**config.mk**
```make
export PLATFORM = sky130hd
export DESIGN_NAME = fifo_merge_ms_flat
export DESIGN_NICKNAME = d
export VERILOG_FILES = /design/src/rtl/fifo_merge_ms_pkg.sv /design/src/rtl/fifo_merge_ms_if.sv /design/src/rtl/fifo_merge_ms_stream_queue.sv /design/src/rtl/fifo_merge_ms.sv /design/src/flat_wrapper.sv
export SDC_FILE = /design/constraint.sdc
export NUM_CORES = 1
export LEC_CHECK = 0
export ABC_AREA = 0
export CAP_MARGIN = 20
export CORE_ASPECT_RATIO = 0.8
export CORE_MARGIN = 8
export CORE_UTILIZATION = 35
export CTS_CLUSTER_DIAMETER = 80
export DETAILED_ROUTE_END_ITERATION = 10
export GPL_TIMING_DRIVEN = 0
export PLACE_DENSITY_LB_ADDON = 0.3
export SYNTH_ARGS = -nofsm -noshare
export SYNTH_HDL_FRONTEND = slang
export SYNTH_SLANG_ARGS = --single-unit
```
**constraint.sdc**
```tcl
create_clock -name ck -period 3.3 [get_ports ck]
set_clock_uncertainty 0.1 [all_clocks]
set_input_delay 0.66 -clock ck [delete_from_list [all_inputs] [get_ports ck]]
set_output_delay 0.66 -clock ck [all_outputs]
set_load 0.02 [all_outputs]
```
**src/rtl/fifo_merge_ms_pkg.sv**
```systemverilog
// -----------------------------------------------------------------------------
// fifo_ms_pkg
//   Shared constants and types for the two-stream merging FIFO.
//   - N_STREAMS  : number of producer streams that are merged
//   - DEF_DATA_W : default payload width per stream
//   - DEF_DEPTH  : default entries per stream queue
//   - TAG_BIT    : bit index of the stream id in the default output word
//   - stream_id_t: type that names one stream
// -----------------------------------------------------------------------------
package fifo_ms_pkg;

    localparam int N_STREAMS  = 2;
    localparam int DEF_DATA_W = 7;
    localparam int DEF_DEPTH  = 4;
    localparam int TAG_BIT    = DEF_DATA_W;

    typedef logic [$clog2(N_STREAMS)-1:0] stream_id_t;

endpackage

```
**src/rtl/fifo_merge_ms_if.sv**
```systemverilog
// -----------------------------------------------------------------------------
// fifo_merge_ms_if
//   Bus bundle of the merging FIFO.
//   - wr[1:0]          : per-stream write strobes
//   - datain0/datain1  : per-stream payloads
//   - full[1:0]        : per-stream queue full flags
//   - rd               : pop one word from the merged output
//   - empty            : both queues empty
//   - dataout          : registered tagged word {stream_id, payload}
//   Modports: master = producers/consumer, slave = the FIFO.
// -----------------------------------------------------------------------------
interface fifo_merge_ms_if
    import fifo_ms_pkg::*;
#(
    parameter int DATA_W = DEF_DATA_W
) ();

    logic [N_STREAMS-1:0] wr;
    logic [DATA_W-1:0]    datain0;
    logic [DATA_W-1:0]    datain1;
    logic [N_STREAMS-1:0] full;
    logic                 rd;
    logic                 empty;
    logic [DATA_W:0]      dataout;

    modport master (
        output wr, datain0, datain1, rd,
        input  full, empty, dataout
    );

    modport slave (
        input  wr, datain0, datain1, rd,
        output full, empty, dataout
    );

endinterface

```
**src/rtl/fifo_merge_ms_stream_queue.sv**
```systemverilog
// -----------------------------------------------------------------------------
// stream_queue
//   Single-stream circular buffer with its own storage, head, tail and count.
//   Ports:
//   - clk_i, rst_i     : clock, synchronous active-high reset
//   - push_i           : write push_data_i at the tail (ignored while full)
//   - push_data_i      : payload to store
//   - pop_i            : advance the head (ignored while empty)
//   - head_data_o      : word at the head of the queue
//   - count_full_o     : queue holds DEPTH entries
//   - count_empty_o    : queue holds no entries
// -----------------------------------------------------------------------------
module stream_queue
    import fifo_ms_pkg::*;
#(
    parameter int DATA_W = DEF_DATA_W,
    parameter int DEPTH  = DEF_DEPTH
) (
    input  logic              clk_i,
    input  logic              rst_i,
    input  logic              push_i,
    input  logic [DATA_W-1:0] push_data_i,
    input  logic              pop_i,
    output logic [DATA_W-1:0] head_data_o,
    output logic              count_full_o,
    output logic              count_empty_o
);

    localparam int PW = $clog2(DEPTH);
    localparam int CW = PW + 1;
    localparam logic [CW-1:0] FULL_CNT = CW'(DEPTH);

    logic [DATA_W-1:0] mem_q [DEPTH];
    logic [PW-1:0]     head_q, head_d;
    logic [PW-1:0]     tail_q, tail_d;
    logic [CW-1:0]     count_q, count_d;
    logic              push_ok, pop_ok;

    // Flags come from the registered count only.
    assign count_full_o  = (count_q == FULL_CNT);
    assign count_empty_o = (count_q == '0);

    // A push into a full queue is dropped even if a pop happens in the same
    // cycle: the decision uses the count before the pop.
    assign push_ok = push_i & ~count_full_o;
    assign pop_ok  = pop_i & ~count_empty_o;

    assign head_data_o = mem_q[head_q];

    always_comb begin
        head_d  = head_q;
        tail_d  = tail_q;
        count_d = count_q;
        if (push_ok) begin
            tail_d = tail_q + PW'(1);
        end
        if (pop_ok) begin
            head_d = head_q + PW'(1);
        end
        count_d = count_q + CW'(push_ok) - CW'(pop_ok);
    end

    always_ff @(posedge clk_i) begin
        if (rst_i) begin
            head_q  <= '0;
            tail_q  <= '0;
            count_q <= '0;
        end else begin
            head_q  <= head_d;
            tail_q  <= tail_d;
            count_q <= count_d;
        end
    end

    // Storage carries no reset; stale contents are unreachable once the
    // pointers and count are cleared.
    always_ff @(posedge clk_i) begin
        if (push_ok) begin
            mem_q[tail_q] <= push_data_i;
        end
    end

endmodule

```
**src/rtl/fifo_merge_ms.sv**
```systemverilog
// -----------------------------------------------------------------------------
// fifo_merge_ms
//   Two-stream merging FIFO. Each stream is buffered in its own queue; a
//   round-robin arbiter pops one word per accepted read and registers it as
//   {stream_id, payload} on dataout.
//   Ports:
//   - ck   : clock (rising edge)
//   - rst  : synchronous active-high reset
//   - bus  : fifo_merge_ms_if slave modport (wr, datain0/1, full, rd, empty,
//            dataout)
// -----------------------------------------------------------------------------
module fifo_merge_ms
    import fifo_ms_pkg::*;
#(
    parameter int DATA_W = DEF_DATA_W,
    parameter int DEPTH  = DEF_DEPTH
) (
    input  logic           ck,
    input  logic           rst,
    fifo_merge_ms_if.slave bus
);

    logic [DATA_W-1:0]    push_data [N_STREAMS];
    logic [DATA_W-1:0]    head_data [N_STREAMS];
    logic [N_STREAMS-1:0] q_full;
    logic [N_STREAMS-1:0] q_empty;
    logic [N_STREAMS-1:0] pop;

    stream_id_t        last_grant_q, last_grant_d;
    stream_id_t        sel;
    logic              accept;
    logic [DATA_W:0]   dataout_q, dataout_d;

    assign push_data[0] = bus.datain0;
    assign push_data[1] = bus.datain1;

    for (genvar g = 0; g < N_STREAMS; g++) begin : g_queue
        stream_queue #(
            .DATA_W (DATA_W),
            .DEPTH  (DEPTH)
        ) u_queue (
            .clk_i         (ck),
            .rst_i         (rst),
            .push_i        (bus.wr[g]),
            .push_data_i   (push_data[g]),
            .pop_i         (pop[g]),
            .head_data_o   (head_data[g]),
            .count_full_o  (q_full[g]),
            .count_empty_o (q_empty[g])
        );
    end

    assign bus.full    = q_full;
    assign bus.empty   = &q_empty;
    assign bus.dataout = dataout_q;

    // Arbiter: a lone non-empty queue wins; with both non-empty the stream
    // that was not served last wins.
    always_comb begin
        accept       = bus.rd & ~bus.empty;
        sel          = ~last_grant_q;
        if (q_empty[0]) begin
            sel = stream_id_t'(1);
        end else if (q_empty[1]) begin
            sel = stream_id_t'(0);
        end
        pop          = '0;
        last_grant_d = last_grant_q;
        dataout_d    = dataout_q;
        if (accept) begin
            pop          = N_STREAMS'(1) << sel;
            last_grant_d = sel;
            dataout_d    = {sel, head_data[sel]};
        end
    end

    // last_grant resets to stream 1 so stream 0 wins the first contention.
    always_ff @(posedge ck) begin
        if (rst) begin
            last_grant_q <= stream_id_t'(1);
            dataout_q    <= '0;
        end else begin
            last_grant_q <= last_grant_d;
            dataout_q    <= dataout_d;
        end
    end

endmodule

```
**src/flat_wrapper.sv**
```systemverilog
// flat-port wrapper written by rule: the top's interface ports become plain ports
module fifo_merge_ms_flat import fifo_ms_pkg::*;
#(
    parameter int DATA_W = DEF_DATA_W,
    parameter int DEPTH  = DEF_DEPTH
)
  (ck, rst, bus_wr, bus_datain0, bus_datain1, bus_rd, bus_full, bus_empty, bus_dataout);
  fifo_merge_ms_if #(.DATA_W(DATA_W)) bus_i ();
  input  logic ck;
  input  logic rst;
  input wire logic [$bits(bus_i.wr)-1:0] bus_wr;
  input wire logic [$bits(bus_i.datain0)-1:0] bus_datain0;
  input wire logic [$bits(bus_i.datain1)-1:0] bus_datain1;
  input wire logic [$bits(bus_i.rd)-1:0] bus_rd;
  output wire logic [$bits(bus_i.full)-1:0] bus_full;
  output wire logic [$bits(bus_i.empty)-1:0] bus_empty;
  output wire logic [$bits(bus_i.dataout)-1:0] bus_dataout;
  assign bus_i.wr = bus_wr;
  assign bus_i.datain0 = bus_datain0;
  assign bus_i.datain1 = bus_datain1;
  assign bus_i.rd = bus_rd;
  assign bus_full = bus_i.full;
  assign bus_empty = bus_i.empty;
  assign bus_dataout = bus_i.dataout;
  fifo_merge_ms #(.DATA_W(DATA_W), .DEPTH(DEPTH)) u_core (.ck(ck), .rst(rst), .bus(bus_i));
endmodule
```
-- After elaboration in Yosys (flattened, before gate mapping)
Memory sizes are Yosys's and may differ from the RTL's. A register that Yosys moved wholly into a read port is not among the register bits.
Index checks and enable logic that the tools add are counted.
- add/sub/neg operators: 8
- order comparisons: 1
- equality and inequality tests: 2
- shifts and indexed selects: 1
- multiplexer cells: 14
- bitwise gates (word level): 12
- reduce and logical (&&, ||, !) cells: 3
- operators by type and width (kind ; count):
    7-bit two-way mux ; 3
    2-bit two-way mux ; 5
    2-bit by 1-bit adder with 2-bit output (second input constant) ; 4
    3-bit by 1-bit adder with 3-bit output ; 2
    3-bit == test (second input constant) ; 2
    3-bit zero test ; 2
    1-bit two-way mux ; 6
    1-bit inverter ; 6
    3-bit by 1-bit subtractor with 3-bit output ; 2
    1-bit bitwise AND ; 5
    2-bit greater-or-equal comparator (second input constant) ; 1
    1-bit inverter with 2-bit output ; 1
    2-bit AND reduction ; 1
    1-bit by 1-bit << shifter with 2-bit output (first input constant) ; 1
- flip-flop bits (word level): 23
- memory bits (writable): 56
- output and inout port bits: 11
- word-level logic and storage cells: 51
- memories: 2
- memories (name ; words ; bits a word ; rd ports ; clocked after memory_dff ; wr ports ; line ; RTL):
    u_core.g_queue[0].u_queue.mem_q ; 4 ; 7 ; 1 ; 1 ; 1 ; fifo_merge_ms_stream_queue.sv:33 ; logic [DATA_W-1:0] mem_q [DEPTH];
    u_core.g_queue[1].u_queue.mem_q ; 4 ; 7 ; 1 ; 1 ; 1 ; fifo_merge_ms_stream_queue.sv:33 ;

-- Depth between registers and ports, before layout
Gate-level depths: netlist of the first run.
- word-level depth: 8
- mapped depth: 12
- depth with buffers taken out: 11

-- Modules after synthesis
From an unflattened synthesis of the first run, not the netlist that was laid out.
- cells, all modules: 215
- area, all modules: 3422.0 um2
- by module, submodules not included (module ; times used ; cells each ; area an instance (um2)):
    stream_queue ; 2 ; 88 ; 1491.4
    fifo_merge_ms ; 1 ; 39 ; 439.2

-- Least setup slack after synthesis of the first run
OpenSTA, ideal clock, no wires.
- path kind: input to register
- start point: input port bus_wr[1]
- end point: register u_core.g_queue[1].u_queue.count_q[2]
- library setup time: 0.128 ns
- arrival: 2.221 ns
- setup slack: 0.851 ns
- cell stages on the path: 11
- cell sequence: nor2b_1 clkbuf_1 inv_1 ha_1 inv_1 ha_1 inv_1 fa_1 xor2_1 xnor2_1 nor2_1
- cells in the longest elaborated chain, start to end: 3
- ends and longest elaborated chain (what ; line ; RTL):
    start: declaration ; flat_wrapper.sv:11 ; input wire logic [$bits(bus_i.wr)-1:0] bus_wr;
    1-bit bitwise AND ; fifo_merge_ms_stream_queue.sv:45 ; assign push_ok = push_i & ~count_full_o;
    3-bit by 1-bit adder with 3-bit output ; fifo_merge_ms_stream_queue.sv:60 ; count_d = count_q + CW'(push_ok) - CW'(pop_ok);
    3-bit by 1-bit subtractor with 3-bit output ; fifo_merge_ms_stream_queue.sv:60 ;
    end signal: assignment ; fifo_merge_ms_stream_queue.sv:71 ; count_q <= count_d;
    end: declaration ; fifo_merge_ms_stream_queue.sv:36 ; logic [CW-1:0] count_q, count_d;
No other way between the ends.
A chain may end at the register's enable or synchronous reset.

-- Final worst setup path of the first run
- start point: input port bus_rd
- end point: register u_core.g_queue[1].u_queue.count_q[2]
- cells in the longest elaborated chain, start to end: 4
- ends and longest elaborated chain (what ; line ; RTL):
    start: declaration ; flat_wrapper.sv:14 ; input wire logic [$bits(bus_i.rd)-1:0] bus_rd;
    1-bit bitwise AND ; fifo_merge_ms.sv:60 ; accept = bus.rd & ~bus.empty;
    2-bit two-way mux ; fifo_merge_ms.sv:70 ; if (accept) begin
    1-bit bitwise AND ; fifo_merge_ms_stream_queue.sv:46 ; assign pop_ok = pop_i & ~count_empty_o;
    named net u_core.g_queue[1].u_queue.pop_ok ; fifo_merge_ms_stream_queue.sv:37 ; logic push_ok, pop_ok;
    3-bit by 1-bit subtractor with 3-bit output ; fifo_merge_ms_stream_queue.sv:60 ;
The timed path passes the listed nets, and every way through them passes these cells.

==> results of run 1 <==
[state kept, by name (all words and copies together), names as in the netlist, named ones only]
signal / count
u_core.g_queue.u_queue.mem_q: 56
u_core.g_queue.u_queue.tail_q: 4
u_core.g_queue.u_queue.head_q: 4
u_core.g_queue.u_queue.count_q: 6
u_core.last_grant_q: 1
u_core.bus.dataout: 8
[report_power, final]
group          switching (mW)  internal [mW]
Sequential              0.114           1.31
Combinational           0.527          0.545
Clock                   0.410          0.517
[Yosys cell counts, drive strengths merged]
cell	number	share of area
nand2b	1	0.0018
xor2	3	0.0076
nor3b	2	0.0044
and2	9	0.017
a22oi	6	0.022
nand3	2	0.0029
o31a	1	0.0025
nor2	16	0.017
mux2i	2	0.0058
dfxtp	27	0.16
mux4	14	0.098
nand2	7	0.0076
o31ai	1	0.0036
fa	2	0.012
buf	7	0.021
edfxtp	56	0.49
inv	11	0.012
or3	2	0.0065
clkbuf	3	0.0033
o21ai	1	0.0047
xnor2	7	0.020
nor3	1	0.0029
a21oi	8	0.012
o2111a	1	0.0033
o22ai	1	0.0018
nor2b	4	0.0073
o211ai	1	0.0022
o211a	1	0.0029
ha	12	0.044
clkdlybuf4s18	2	0.0058
a21o	1	0.0022
[layout by cell type, fill, tap and decap left out, types with 2 or more instances in the layout]
master	count
a21oi_1	8
a22oi_2	6
and2_1	8
buf_4	3
buf_6	3
clkbuf_1	4
clkbuf_16	9
clkdlybuf4s18_2	2
clkdlybuf4s50_1	29
clkinv_4	2
clkinvlp_4	2
dfxtp_1	27
edfxtp_1	56
fa_1	2
ha_1	12
inv_1	11
inv_6	2
mux2i_1	2
mux4_1	6
mux4_2	8
nand2_1	7
nand3_1	2
nor2_1	16
nor2b_1	4
nor3b_1	2
or3_4	2
xnor2_1	6
xor2_1	3
[through the flow]
step	total power, mW	hold slack (ps)
after floorplan	2.20	385
after global placement	2.52	337
after global routing	3.63	374
after detailed placement	2.53	345
after CTS	3.47	354
final	3.42	348
[cells by family (layout without fill, tap and decap cells)]
| kind of cell | count (synthesis) | after routing | synth area share |
|---|---|---|---|
| flops | 83 | 83 | 0.646 |
| simple gates | 44 | 44 | 0.0681 |
| buf+inv | 23 | 68 | 0.0418 |
| compound gates | 22 | 22 | 0.0568 |
| mux | 16 | 16 | 0.104 |
| fa+ha+maj | 14 | 14 | 0.0553 |
| xor+xnor | 10 | 10 | 0.0277 |
[metal layers]
layer	global-route usage	vias to the layer above	routed length (µm)
li1	-	857	-
met1	0.132	866	2950
met2	0.150	46	2840
met3	0.0381	7	360
met4	0.0407	0	87
met5	0	-	0
[how the worst max path moves through the flow]
stage | slack [ps] | depth (start not counted) | start | to
final | 360 | 12 | bus_rd | u_core.g_queue[1].u_queue.count_q[2]$_SDFF_PP0_
after global routing | 260 | 12 | bus_rd | u_core.g_queue[1].u_queue.count_q[2]$_SDFF_PP0_
after CTS | 360 | 12 | bus_rd | u_core.g_queue[1].u_queue.count_q[2]$_SDFF_PP0_
after detailed placement | 4 | 12 | bus_rd | u_core.g_queue[1].u_queue.count_q[2]$_SDFF_PP0_
after global placement | 50 | 12 | bus_rd | u_core.g_queue[1].u_queue.count_q[2]$_SDFF_PP0_
after floorplan | 850 | 11 | bus_wr[1] | u_core.g_queue[1].u_queue.count_q[2]$_SDFF_PP0_
[critical path, stage by stage]
cell and delay (ps):
clkdlybuf4s50_1 610, o31a_1 250, and2_4 170, buf_8 150
ha_1 240, inv_1 60, ha_1 130, inv_1 50
fa_1 370, xor2_1 180, xnor2_1 140, nor2_1 50
[layout make-up]
cell class / instances / area, µm²
Multi-Input combinational cell: 106 / 1070
Timing Repair Buffer: 29 / 290
Fill cell: 883 / 5450
Buffer: 12 / 103
Sequential cell: 83 / 2220
Clock buffer: 10 / 229
Tap cell: 119 / 149
Clock inverter: 6 / 50.0
Inverter: 11 / 41.3
==> impl_metrics.toml, run 1 <==
[place]
hpwl_mm = 4.38
port_buffers = 29
placed_cell_area_mm2 = 0.00388
globalplace.congestion = 0.702
dp_cells = 360
dp_slack_ps = 3.68

[cells_and_area]
area_growth_pct = 20.9
drive_gt1_frac = 0.175
finish.utilization = 0.433
finalNonFillerCells = 376
fin_area_mm2 = 0.00416
diodes = 0
num-nets-final = 285

[timing]
rsz0062_at_grt = "no"
fin_crit_sh = 0.890
fin_setup_tns_ps = 0
relSlewSlack = 0.671
slew_violations = 0
setup_slack_ps = 362
final_hold_viol_count = 0
fin_crit_ps = 2940
worstMarginPinSlew_ps = 494
setup_viol = 0
max_freq_mhz = 340

[cts]
cts_resized = 0
cts_tree = "done"
numCtsBuffers = 9
cts_root_buf = "clkbuf_16"
insertion_delay_ps = 330
postCtsSetupRepairBufs = 0
htreeDepth = 3
cts_hold_buf = 0
cts.clk_slew.worst_paths_ps = 60
cts.sinks = 83
cts_buffer_depth = 2

[power_and_ir_drop]
ir_drop_v = 0.000250
power_density_mw_per_mm2 = 823
cellLeakagePower_nw = 1.45

[floorplan]
dieArea_mm2 = 0.0133
num_rows = 32
initial_utilization = 0.358
die_y_um = 105
coreArea_mm2 = 0.00961
pin_count = 30
die_w_um = 127

[drt]
ant_nets = 0
drt-total-wl_mm = 6.24
drc = 0
dr.first_iter.drc_count = 104
wl_per_cell_um = 16.6
vias = 1776
vias_per_cell = 4.72
first_pass_iters = 4

[setup_path]
cp.arrival_ps = 3050
crit_fanout = 9
end_kind = "flip-flop"
start_kind = "primary input"
r2r-end = "u_core.g_queue[1].u_queue.count_q[2]$_SDFF_PP0_"
critical_path_class = "primary input to flip-flop"
r2r_setup_slack_ps = 730
reg2reg_depth = 11
r2r-start = "u_core.g_queue[0].u_queue.count_q[1]$_SDFF_PP0_"
required_ps = 3410

[yosys]
yosysSeqAreaShare = 0.646
syn_nets = 245
ys_seq_elements = 83
syn_area_mm2 = 0.00344
synth_cell_types = 36
yosys_warnings = 0
syn_avg_cell_area_um2 = 16.2
synth_cells = 212

[run]
drv_cap = 0

[worst_hold_path]
min_path_type = "flip-flop to flip-flop"
worstHoldStart = "u_core.bus.dataout[1]$_SDFFE_PP0N_"
hold_path_end = "u_core.bus.dataout[1]$_SDFFE_PP0N_"
holdPathStages = 2

[grt]
grt_max_degree = 16
grt_pass1_vias = 1883
antenna_found_initial = 0
globalRouteTotalUtil = 0.102
grt_pass1_wl_mm = 10.2
overflow = 0

[run_status]
status = "finished clean"
(Power assumes the default switching activity.)
==> run 2, diff against run 1 <==
Settings changed: ABC_CLOCK_PERIOD_IN_PS set to 3300, CTS_CLUSTER_SIZE set to 10.
==> results of run 2 <==
Final layout, timing and power as in run 1 (identical DEF).
==> run 3, diff against run 2 <==
Settings changed: CORE_UTILIZATION 35 to 30, CTS_BUF_LIST set to sky130_fd_sc_hd__clkbuf_8 sky130_fd_sc_hd__clkbuf_16, SLEW_MARGIN set to 40.
==> impl_metrics.toml, run 3 (synthesized netlist as in run 1, its figures left out) <==
[run_status]
status = "finished clean"

[drt]
first_pass_iters = 4
wl_per_cell_um = 15.4
drt-total-wl_mm = 6.22
drc = 0
ant_nets = 0
dr.first_iter.drc_count = 84
vias_per_cell = 4.35
vias = 1763

[setup_path]
critical_path_class = "primary input to flip-flop"
end_kind = "flip-flop"
reg2reg_depth = 12
crit_fanout = 9
r2r-start = "u_core.g_queue[1].u_queue.count_q[1]$_SDFF_PP0_"
cp.arrival_ps = 2990
required_ps = 3400
r2r-end = "u_core.g_queue[1].u_queue.count_q[2]$_SDFF_PP0_"
r2r_setup_slack_ps = 710
start_kind = "primary input"

[timing]
fin_setup_tns_ps = 0
setup_viol = 0
rsz0062_at_grt = "no"
setup_slack_ps = 415
slew_violations = 0
final_hold_viol_count = 0
fin_crit_ps = 2890
fin_crit_sh = 0.874
worstMarginPinSlew_ps = 506
relSlewSlack = 0.663
max_freq_mhz = 347
holdWs_ps = 354

[run]
drv_cap = 0

[grt]
grt_pass1_vias = 1855
grt_max_degree = 15
grt_pass1_wl_mm = 10.1
antenna_found_initial = 0
overflow = 0
globalRouteTotalUtil = 0.0897

[cts]
cts.clk_slew.worst_paths_ps = 60
numCtsBuffers = 9
postCtsSetupRepairBufs = 0
cts_root_buf = "clkbuf_16"
cts.sinks = 83
cts_resized = 0
cts_hold_buf = 0
insertion_delay_ps = 330
cts_buffer_depth = 2
cts_tree = "done"
htreeDepth = 3

[place]
port_buffers = 29
placed_cell_area_mm2 = 0.00391
hpwl_mm = 4.48
globalplace.congestion = 0.697
dp_slack_ps = 66.5

[power_and_ir_drop]
p_total_mw = 3.43
cellLeakagePower_nw = 1.45
ir_drop_v = 0.000286
power_density_mw_per_mm2 = 816

[worst_hold_path]
hold_path_end = "u_core.bus.dataout[6]$_SDFFE_PP0N_"
worstHoldStart = "u_core.bus.dataout[6]$_SDFFE_PP0N_"
min_path_type = "flip-flop to flip-flop"
holdPathStages = 2

[floorplan]
pin_count = 30
die_w_um = 136
num_rows = 35
dieArea_mm2 = 0.0152
die_y_um = 112
coreArea_mm2 = 0.0113
initial_utilization = 0.303

[cells_and_area]
largest_register_ffs = 56
fin_area_mm2 = 0.00420
nFillCells = 1089
layout_common_cells = "edfxtp_1, clkdlybuf4s50_1, dfxtp_1"
final_common_cell = "edfxtp_1"
multi_input_area_mm2 = 0.00107
regArea_mm2 = 0.00222
diodes = 0
largest-register = "u_core.g_queue.u_queue.mem_q"
num-nets-final = 285
drive_gt1_frac = 0.175
area_growth_pct = 22.2
run 3: worst max path at each step:
stage	startpoint	to
finish	bus_rd	u_core.g_queue[1].u_queue.count_q[2]$_SDFF_PP0_
global route	bus_rd	u_core.g_queue[1].u_queue.count_q[2]$_SDFF_PP0_
CTS	bus_rd	u_core.g_queue[1].u_queue.count_q[2]$_SDFF_PP0_
floorplan	bus_wr[1]	u_core.g_queue[1].u_queue.count_q[2]$_SDFF_PP0_
global placement	bus_rd	u_core.g_queue[1].u_queue.count_q[2]$_SDFF_PP0_
detailed placement	bus_rd	u_core.g_queue[1].u_queue.count_q[2]$_SDFF_PP0_
run 3: worst max-delay path, stage by stage:
cell	delay, ps
clkdlybuf4s50_1	600
o31a_1	230
and2_4	160
buf_8	140
ha_1	230
inv_1	50
ha_1	120
inv_1	40
fa_1	370
xor2_1	190
xnor2_1	140
nor2_1	50
run 3: cell type report:
class / count / share of cell area
Multi-Input combinational cell: 106 / 0.255
Sequential cell: 83 / 0.529
Inverter: 11 / 0.00982
Timing Repair Buffer: 29 / 0.0691
Buffer: 12 / 0.0244
Clock buffer: 11 / 0.0601
Clock inverter: 5 / 0.00863
Tap cell: 148 / 0.0441
run 3: where the power goes:
part	switching, mW	internal, mW
combinational	0.523	0.546
sequential	0.118	1.31
clock	0.383	0.551
run 3: metal layers:
metal,share of wire,global-route usage
met1,0.50,0.119
met4,0.015,0.0355
met3,0.041,0.0333
met5,0,0
met2,0.44,0.129
run 3: per-stage QoR:
stage               std cells  utilization
CTS                       405        0.371
global route              405        0.371
detailed placement        389        0.345
floorplan                 212            -
global placement          389        0.345
finish                    405        0.371
